===== src/rtl/debug_unit.sv =====
// UART-driven debug controller: loads program words into instruction memory
// and gates the CPU core clock-enable (run / halt / single-step / reset).
module debug_unit #(
    parameter int NB_INSTRUCTION  = 32,
    parameter int IMEM_ADDR_WIDTH = 8,
    parameter int NB_BYTE         = 8
) (
    input  logic                       clk,
    input  logic                       i_rst,
    input  logic [NB_BYTE-1:0]         i_rx_data,
    input  logic                       i_rx_valid,
    output logic [NB_INSTRUCTION-1:0]  o_imem_data,
    output logic [IMEM_ADDR_WIDTH-1:0] o_imem_waddr,
    output logic [1:0]                 o_mem_wsize,
    output logic                       o_imem_wen,
    output logic                       o_cpu_en,
    output logic                       o_cpu_rst,
    output logic                       o_busy
);

    localparam int BYTES_PER_WORD = NB_INSTRUCTION / NB_BYTE;
    localparam int IDX_W          = (BYTES_PER_WORD > 1) ? $clog2(BYTES_PER_WORD) : 1;
    localparam logic [IDX_W-1:0]   LAST_IDX  = IDX_W'(BYTES_PER_WORD - 1);
    localparam logic [NB_BYTE-1:0] CMD_LOAD  = NB_BYTE'(8'h4C);
    localparam logic [NB_BYTE-1:0] CMD_RUN   = NB_BYTE'(8'h52);
    localparam logic [NB_BYTE-1:0] CMD_STEP  = NB_BYTE'(8'h53);
    localparam logic [NB_BYTE-1:0] CMD_HALT  = NB_BYTE'(8'h48);
    localparam logic [NB_BYTE-1:0] CMD_RESET = NB_BYTE'(8'h58);

    typedef enum logic [2:0] {
        ST_IDLE,
        ST_LOAD_CNT,
        ST_LOAD_DATA,
        ST_RUN,
        ST_STEP
    } state_t;

    state_t                     r_state;
    logic [NB_INSTRUCTION-1:0]  r_shift;
    logic [IDX_W-1:0]           r_idx;
    logic [NB_BYTE-1:0]         r_count;
    logic [IMEM_ADDR_WIDTH-1:0] r_addr;
    logic [NB_INSTRUCTION-1:0]  r_imem_data;
    logic [IMEM_ADDR_WIDTH-1:0] r_imem_waddr;
    logic                       r_imem_wen;
    logic                       r_cpu_en;
    logic                       r_cpu_rst;
    logic                       r_busy;

    state_t                     w_next_state;
    logic [NB_INSTRUCTION-1:0]  w_next_shift;
    logic [NB_INSTRUCTION-1:0]  w_assembled;
    logic [IDX_W-1:0]           w_next_idx;
    logic [NB_BYTE-1:0]         w_next_count;
    logic [IMEM_ADDR_WIDTH-1:0] w_next_addr;
    logic [NB_INSTRUCTION-1:0]  w_next_imem_data;
    logic [IMEM_ADDR_WIDTH-1:0] w_next_imem_waddr;
    logic                       w_next_imem_wen;
    logic                       w_next_cpu_en;
    logic                       w_next_cpu_rst;
    logic                       w_next_busy;

    // Bytes arrive LSB first, so each new byte enters at the top and the
    // word settles little-endian once the last byte has been shifted in.
    assign w_assembled = {i_rx_data, r_shift[NB_INSTRUCTION-1:NB_BYTE]};

    always_comb begin
        // NOTE: every signal gets a default before the case so no path leaves
        // one unassigned, which would otherwise infer a latch.
        w_next_state      = r_state;
        w_next_shift      = r_shift;
        w_next_idx        = r_idx;
        w_next_count      = r_count;
        w_next_addr       = r_addr;
        w_next_imem_data  = r_imem_data;
        w_next_imem_waddr = r_imem_waddr;
        w_next_imem_wen   = 1'b0;
        w_next_cpu_rst    = 1'b0;

        case (r_state)
            ST_IDLE: begin
                if (i_rx_valid) begin
                    if (i_rx_data == CMD_LOAD)       w_next_state = ST_LOAD_CNT;
                    else if (i_rx_data == CMD_RUN)   w_next_state = ST_RUN;
                    else if (i_rx_data == CMD_STEP)  w_next_state = ST_STEP;
                    else if (i_rx_data == CMD_RESET) w_next_cpu_rst = 1'b1;
                end
            end
            ST_LOAD_CNT: begin
                if (i_rx_valid) begin
                    if (i_rx_data == '0) begin
                        w_next_state = ST_IDLE;
                    end else begin
                        w_next_count = i_rx_data;
                        w_next_idx   = '0;
                        w_next_addr  = '0;
                        w_next_state = ST_LOAD_DATA;
                    end
                end
            end
            ST_LOAD_DATA: begin
                if (i_rx_valid) begin
                    w_next_shift = w_assembled;
                    if (r_idx == LAST_IDX) begin
                        w_next_imem_wen   = 1'b1;
                        w_next_imem_data  = w_assembled;
                        w_next_imem_waddr = r_addr;
                        w_next_addr       = r_addr + IMEM_ADDR_WIDTH'(BYTES_PER_WORD);
                        w_next_idx        = '0;
                        w_next_count      = r_count - NB_BYTE'(1);
                        if (r_count == NB_BYTE'(1)) w_next_state = ST_IDLE;
                    end else begin
                        w_next_idx = r_idx + IDX_W'(1);
                    end
                end
            end
            ST_RUN: begin
                if (i_rx_valid) begin
                    if (i_rx_data == CMD_HALT) begin
                        w_next_state = ST_IDLE;
                    end else if (i_rx_data == CMD_RESET) begin
                        w_next_cpu_rst = 1'b1;
                        w_next_state   = ST_IDLE;
                    end
                end
            end
            // Single cycle of clock-enable; any byte arriving now is dropped.
            ST_STEP: w_next_state = ST_IDLE;
            default: w_next_state = ST_IDLE;
        endcase

        w_next_cpu_en = (w_next_state == ST_RUN) || (w_next_state == ST_STEP);
        w_next_busy   = (w_next_state != ST_IDLE);
    end

    always_ff @(posedge clk) begin
        // NOTE: state uses non-blocking assignments so every register samples
        // the pre-edge values regardless of statement order.
        if (i_rst) begin
            r_state      <= ST_IDLE;
            r_shift      <= '0;
            r_idx        <= '0;
            r_count      <= '0;
            r_addr       <= '0;
            r_imem_data  <= '0;
            r_imem_waddr <= '0;
            r_imem_wen   <= 1'b0;
            r_cpu_en     <= 1'b0;
            r_cpu_rst    <= 1'b0;
            r_busy       <= 1'b0;
        end else begin
            r_state      <= w_next_state;
            r_shift      <= w_next_shift;
            r_idx        <= w_next_idx;
            r_count      <= w_next_count;
            r_addr       <= w_next_addr;
            r_imem_data  <= w_next_imem_data;
            r_imem_waddr <= w_next_imem_waddr;
            r_imem_wen   <= w_next_imem_wen;
            r_cpu_en     <= w_next_cpu_en;
            r_cpu_rst    <= w_next_cpu_rst;
            r_busy       <= w_next_busy;
        end
    end

    assign o_imem_data  = r_imem_data;
    assign o_imem_waddr = r_imem_waddr;
    assign o_mem_wsize  = 2'b10;
    assign o_imem_wen   = r_imem_wen;
    assign o_cpu_en     = r_cpu_en;
    assign o_cpu_rst    = r_cpu_rst;
    assign o_busy       = r_busy;

endmodule


===== config.mk =====
export PLATFORM = sky130hd
export DESIGN_NAME = debug_unit
export DESIGN_NICKNAME = d
export VERILOG_FILES = /design/src/rtl/debug_unit.sv
export SDC_FILE = /design/constraint.sdc
export NUM_CORES = 1
export LEC_CHECK = 0
export ABC_CLOCK_PERIOD_IN_PS = 2300
export CAP_MARGIN = 20
export CORE_ASPECT_RATIO = 1.4
export CORE_MARGIN = 4
export CORE_UTILIZATION = 53
export CTS_BUF_LIST = sky130_fd_sc_hd__clkbuf_16
export DETAILED_ROUTE_END_ITERATION = 8
export PLACE_DENSITY = 0.79
export SLEW_MARGIN = 25
export SYNTH_ARGS = -nofsm -noshare
export SYNTH_HDL_FRONTEND = slang
export SYNTH_SLANG_ARGS = --single-unit
export TNS_END_PERCENT = 30

===== constraint.sdc =====
create_clock -name clk -period 2.3 [get_ports clk]
set_input_delay 0.23 -clock clk [delete_from_list [all_inputs] [get_ports clk]]
set_output_delay 0.23 -clock clk [all_outputs]
set_load 0.01 [all_outputs]

; ---- Word level (Yosys, flattened, before mapping)
; Cells that the tools add are included.
[totals]
regBits = 97
in_bits = 11
output_inout_bits = 46
wordCells = 79
[op_classes]
n_addsub = 3
n_eq_ne = 16
mux = 37
n_bitwise = 2
reduce_logical = 10
[ops]
columns = operator, count
row1 = 8-bit 2-to-1 mux, 8
row2 = 8-bit by 7-bit equality test with 1-bit output (second input constant), 5
row3 = 3-bit 2-to-1 mux, 11
row4 = 8-bit one-hot mux with 2 select lines, 2
row5 = 3-bit one-hot mux with 4 select lines, 1
row6 = 2-bit 2-to-1 mux, 5
row7 = 3-bit by 2-bit equality test with 1-bit output (second input constant), 3
row8 = 8-bit by 3-bit adder with 8-bit output (second input constant), 1
row9 = 8-bit by 1-bit equality test with 1-bit output (second input constant), 1
row10 = 8-bit logical NOT, 1
row11 = 1-bit 2-to-1 mux, 8
row12 = 2-bit != test (second input constant), 4
row13 = 8-bit by 1-bit subtractor with 8-bit output (second input constant), 1
row14 = 5-bit AND reduction, 1
row15 = 2-bit one-hot mux with 2 select lines, 1
row16 = 4-bit AND reduction, 1
row17 = 3-bit by 1-bit equality test with 1-bit output (second input constant), 1
row18 = 3-bit equality test (second input constant), 1
row19 = 3-bit logical NOT, 1
row20 = 3-bit AND reduction, 1
row21 = 3-bit nonzero test, 1
row22 = 3-bit OR reduction, 1
row23 = 2-bit by 1-bit adder with 2-bit output (second input constant), 1
row24 = 2-bit equality test (second input constant), 1
row25 = other kinds (5), 6

; ---- Logic depth before layout (Yosys ltp)
; Gate-level depths: netlist of the first run.
[logic_depth]
depth_word = 8
depth_mapped = 8

; ---- Worst setup path after synthesis of the first run
; Ideal clock, no wire load.
[synth_timing]
path_type = flip-flop to flip-flop
start = reg r_state[2]
end = reg r_count[7]
setup_ns = 0.136
arrival_time_ns = 1.587
t_required_ns = 2.164
path_slack_ns = 0.577
path_stages_with_launch = 9
n_path_buf = 3
path_cell_list = dfxtp_1 > and4bb_1 > buf_2 > and2_1 > buf_4 > or2_1 > buf_2 > a21oi_1 > a211oi_2
[synth_between]
elab_chain_len = 3
elab_cells_between_ends = 9
cone_classes = 6 x eq/ne / 1 x mux / 2 x reduce/logical
[synth_lines]
columns = item, line
row1 = "start, declared", 38  ; state_t r_state;
row2 = "start signal, assigned", 152  ; r_state <= w_next_state;
row3 = 3-bit by 2-bit equality test with 1-bit output or 3-bit by 1-bit equality test with 1-bit output (tied branches), 80  ; case (r_state)
row4 = 2-bit != test (no line) or 2-bit nonzero test (tied branches), n/a
row5 = 5-bit AND reduction (no line), n/a
row6 = "end signal, assigned", 155  ; r_count <= w_next_count;
row7 = "end, declared", 41  ; logic [NB_BYTE-1:0] r_count;
; Several ways; a longest one is shown, not always the timed one.
; A chain may end at the register's enable or synchronous reset.

; ---- Worst setup path after layout of the first run
[layout_timing]
start = in i_rx_data[6]
end = reg r_count[6]
[layout_between]
elab_chain_len = 3
elab_cells_between_ends = 6
cone_classes = 1 x eq/ne / 3 x mux / 2 x reduce/logical
[layout_lines]
columns = item, line
row1 = "start, declared", 10  ; input logic [NB_BYTE-1:0] i_rx_data,
row2 = 8-bit logical NOT or 8-bit 2-to-1 mux (tied branches), 91  ; if (i_rx_data == '0) begin
row3 = 2-bit != test (no line) or 8-bit 2-to-1 mux (tied branches), n/a
row4 = 5-bit AND reduction (no line) or 8-bit one-hot mux with 2 select lines (tied branches), n/a
; Several ways; a longest one is shown, not always the timed one. The select of a mux whose other input is x is not followed.

==> impl_metrics.ini, run 1 <==
[outcome]
outcome = completed

[sta]
fin_hold_ws_ps = 264
rsz0062_at_grt = no
setup_viol = 0
worst_pin_slew_ps = 675
timing.final.crit_period_ps = 2000
fmax_mhz = 501
slew_headroom_pct = 54.6
final.period_utilization_pct = 86.8
fin_skew_ps = 4.42
hold_violations = 0
slew_violations = 0

[clock_network]
clock-sinks = 85
htree_levels = 3
clkTransAtPathRegs_ps = 60
clockRootBuffer = clkbuf_16
clock_latency_ps = 340
clk_path_buf_depth = 2
cts_setup_buffers = 0
cts_resized = 0
cts_buffers = 9
cts_tree = yes
postCtsHoldBufs = 0

[floorplanning]
fp.dieW_um = 77.2
die_h_um = 105
start_util_pct = 54.1
fp-row-count = 35
pin_count = 57
dieArea_sq_um = 8090
core_area_sq_um = 6570

[synth]
synth.distinct_cells = 53
synth.yosys.warnings = 0
netlist.area_leader.share_pct = 47.9
avgSynthCellArea_sq_um = 8.11
synth.area.top_cells = dfxtp_1 (48%), nand2_1 (15%), a21oi_1 (10%)
yosysSeqAreaShare_pct = 47.9
syn_inst = 438
syn_area_sq_um = 3550
synthArstFlopShare_pct = 0
synth-edff-count = 0
yosys.area.top_type = dfxtp_1
synth-main-ff-cell = dfxtp_1
synth-seq-cells = 85

[critical_path]
cp-start-kind = input port
crit_path_end = r_count[6]
crit_start = i_rx_data[6]
r2r-start = r_state[1]
worst-setup-path-type = input port to register
critPathMaxFanout = 7
crit_required_ps = 2560
endpoint_kind = register
r2r_slack_ps = 400
rr_worst_depth = 5
rr_endpoint = r_count[6]
cp.arrival_ps = 2260

[cells_and_area]
final_util_pct = 68.6
area_growth_pct = 26.8
antenna_cells = 0
drive_gt1_share_pct = 10.6
fin_nets = 508
fill_cells = 547

[grt]
antenna_found_initial = 0
grt_pass1_vias = 2910
grt_pass1_wl_mm = 13.5
grt_max_degree = 51
grt_usage_pct = 20.5
grt_overflow = 0

[power]
leakage_nw = 1.57
power_density_nw_per_um2 = 688
vdd_drop_max_uv = 418

[routing]
drc_errors = 0
ant_nets = 0
drtIter0Drc = 247
num_vias = 3114
vias_per_cell = 5.44
wl_per_cell_um = 14.2
wl_mm = 8.12
first_pass_iters = 5

[placement]
gp_congestion = 0.844
port_buffers = 52
dp_hpwl_mm = 5.51

[run]
maxCapViolCount = 0

[min_path]
hp-class = input port to register
## cells in the mapped netlist (all sizes together), types with 2 or more instances
master  count
o22ai       2
nor2       18
nor2b       5
inv         4
a21oi      71
dfxtp      85
and4        2
buf        16
or2         2
nand2     141
nand2b      2
nand4       4
conb        2
nor3        3
nand3       8
clkbuf     19
a211oi      7
xor2        2
ha          4
nand3b      2
nor4        5
or3         2
o21ai       6
nor3b       3
o211ai      3
## critical path, cell delays in order
cell and delay (ps):
clkdlybuf4s50_1 620, nor4_4 110, a2111oi_4 610, or2_1 360
a21oi_1 120, a211oi_2 200
## area by class of cell
type | instances | area, sq um | area share [%]
clock buffers | 9 | 225 | 5.00
clock inverters | 7 | 91.3 | 2.03
inverters | 4 | 15.0 | 0.333
multi-input cells | 316 | 1660 | 36.9
flip-flops and latches | 85 | 1700 | 37.8
well taps | 74 | 92.6 | 2.05
repair buffers | 77 | 716 | 15.9
## how the worst min path moves through the flow
| stage | startpoint | to | slack (ps) | depth (start not counted) |
|---|---|---|---|---|
| floorplan | i_rx_data[4] | o_cpu_rst | 360 | 2 |
| finish | i_rst | r_idx[1] | 260 | 2 |
| global route | i_rst | r_shift[10] | 290 | 2 |
| global placement | r_shift[14] | o_imem_data[6] | 440 | 2 |
| detailed placement | r_shift[14] | o_imem_data[6] | 450 | 2 |
| CTS | i_rst | r_shift[10] | 260 | 2 |
## routing by layer
metal	wire length, um	track usage, %
met1	3400	24.0
met2	4220	36.5
met3	325	4.22
met4	173	7.63
met5	0	0
## report_power, final
part | internal (mW) | switching (mW) | leakage [nW] | total [mW]
combinational | 0.0399 | 0.0656 | 0.728 | 0.106
sequential | 1.47 | 0.000821 | 0.684 | 1.47
clock | 0.948 | 0.573 | 0.160 | 1.52
## state kept, by name (all words and copies together), names as in the netlist
signal,count
r_count,8
o_imem_waddr,6
o_imem_data,32
r_idx,2
r_addr,6
o_busy,1
r_shift,24
r_state,3
o_cpu_rst,1
o_cpu_en,1
o_imem_wen,1
## cells in the final DEF, fill, tap and decap left out, types with 4 or more instances in the layout
cell type | Yosys | final
a21oi_1 | 71 | 71
clkdlybuf4s50_1 | 0 | 51
clkbuf_16 | 0 | 9
o21ai_0 | 5 | 5
inv_1 | 4 | 6
nand3_1 | 8 | 8
nor2_1 | 17 | 17
conb_1 | 2 | 4
buf_4 | 6 | 24
nand4_1 | 4 | 4
ha_1 | 4 | 4
dfxtp_1 | 85 | 85
a211oi_2 | 5 | 5
nor2b_1 | 5 | 5
nand2_1 | 141 | 141
## metrics by stage
step	TNS (ps)	std cells	setup slack (ps)	power, mW	cell area, sq um
2_1_floorplan	0	440	577	1.56	3560
3_3_place_gp	0	556	39.4	1.61	4190
3_5_place_dp	-35.5	556	-22.3	1.61	4190
4_1_cts	0	572	316	3.11	4510
5_1_grt	0	572	194	3.18	4510
6_report	0	572	305	3.10	4510
## logic make-up after synthesis
family                     share of synthesized area (%)
AOI/OAI and AO/OA                                   17.7
other                                              0.211
buffers and inverters                               5.46
adders and majority gates                           1.41
xor gates and xnor gates                           0.740
and+or+nand+nor                                     26.3
muxes                                              0.282
DFF                                                 47.9
Power figures use the tool's default switching activity.
==> run 2: changes to the inputs <==
SKIP_CTS_REPAIR_TIMING = 1   (was default)
==> results of run 2 <==
Final layout, timing and power as in run 1 (identical DEF).
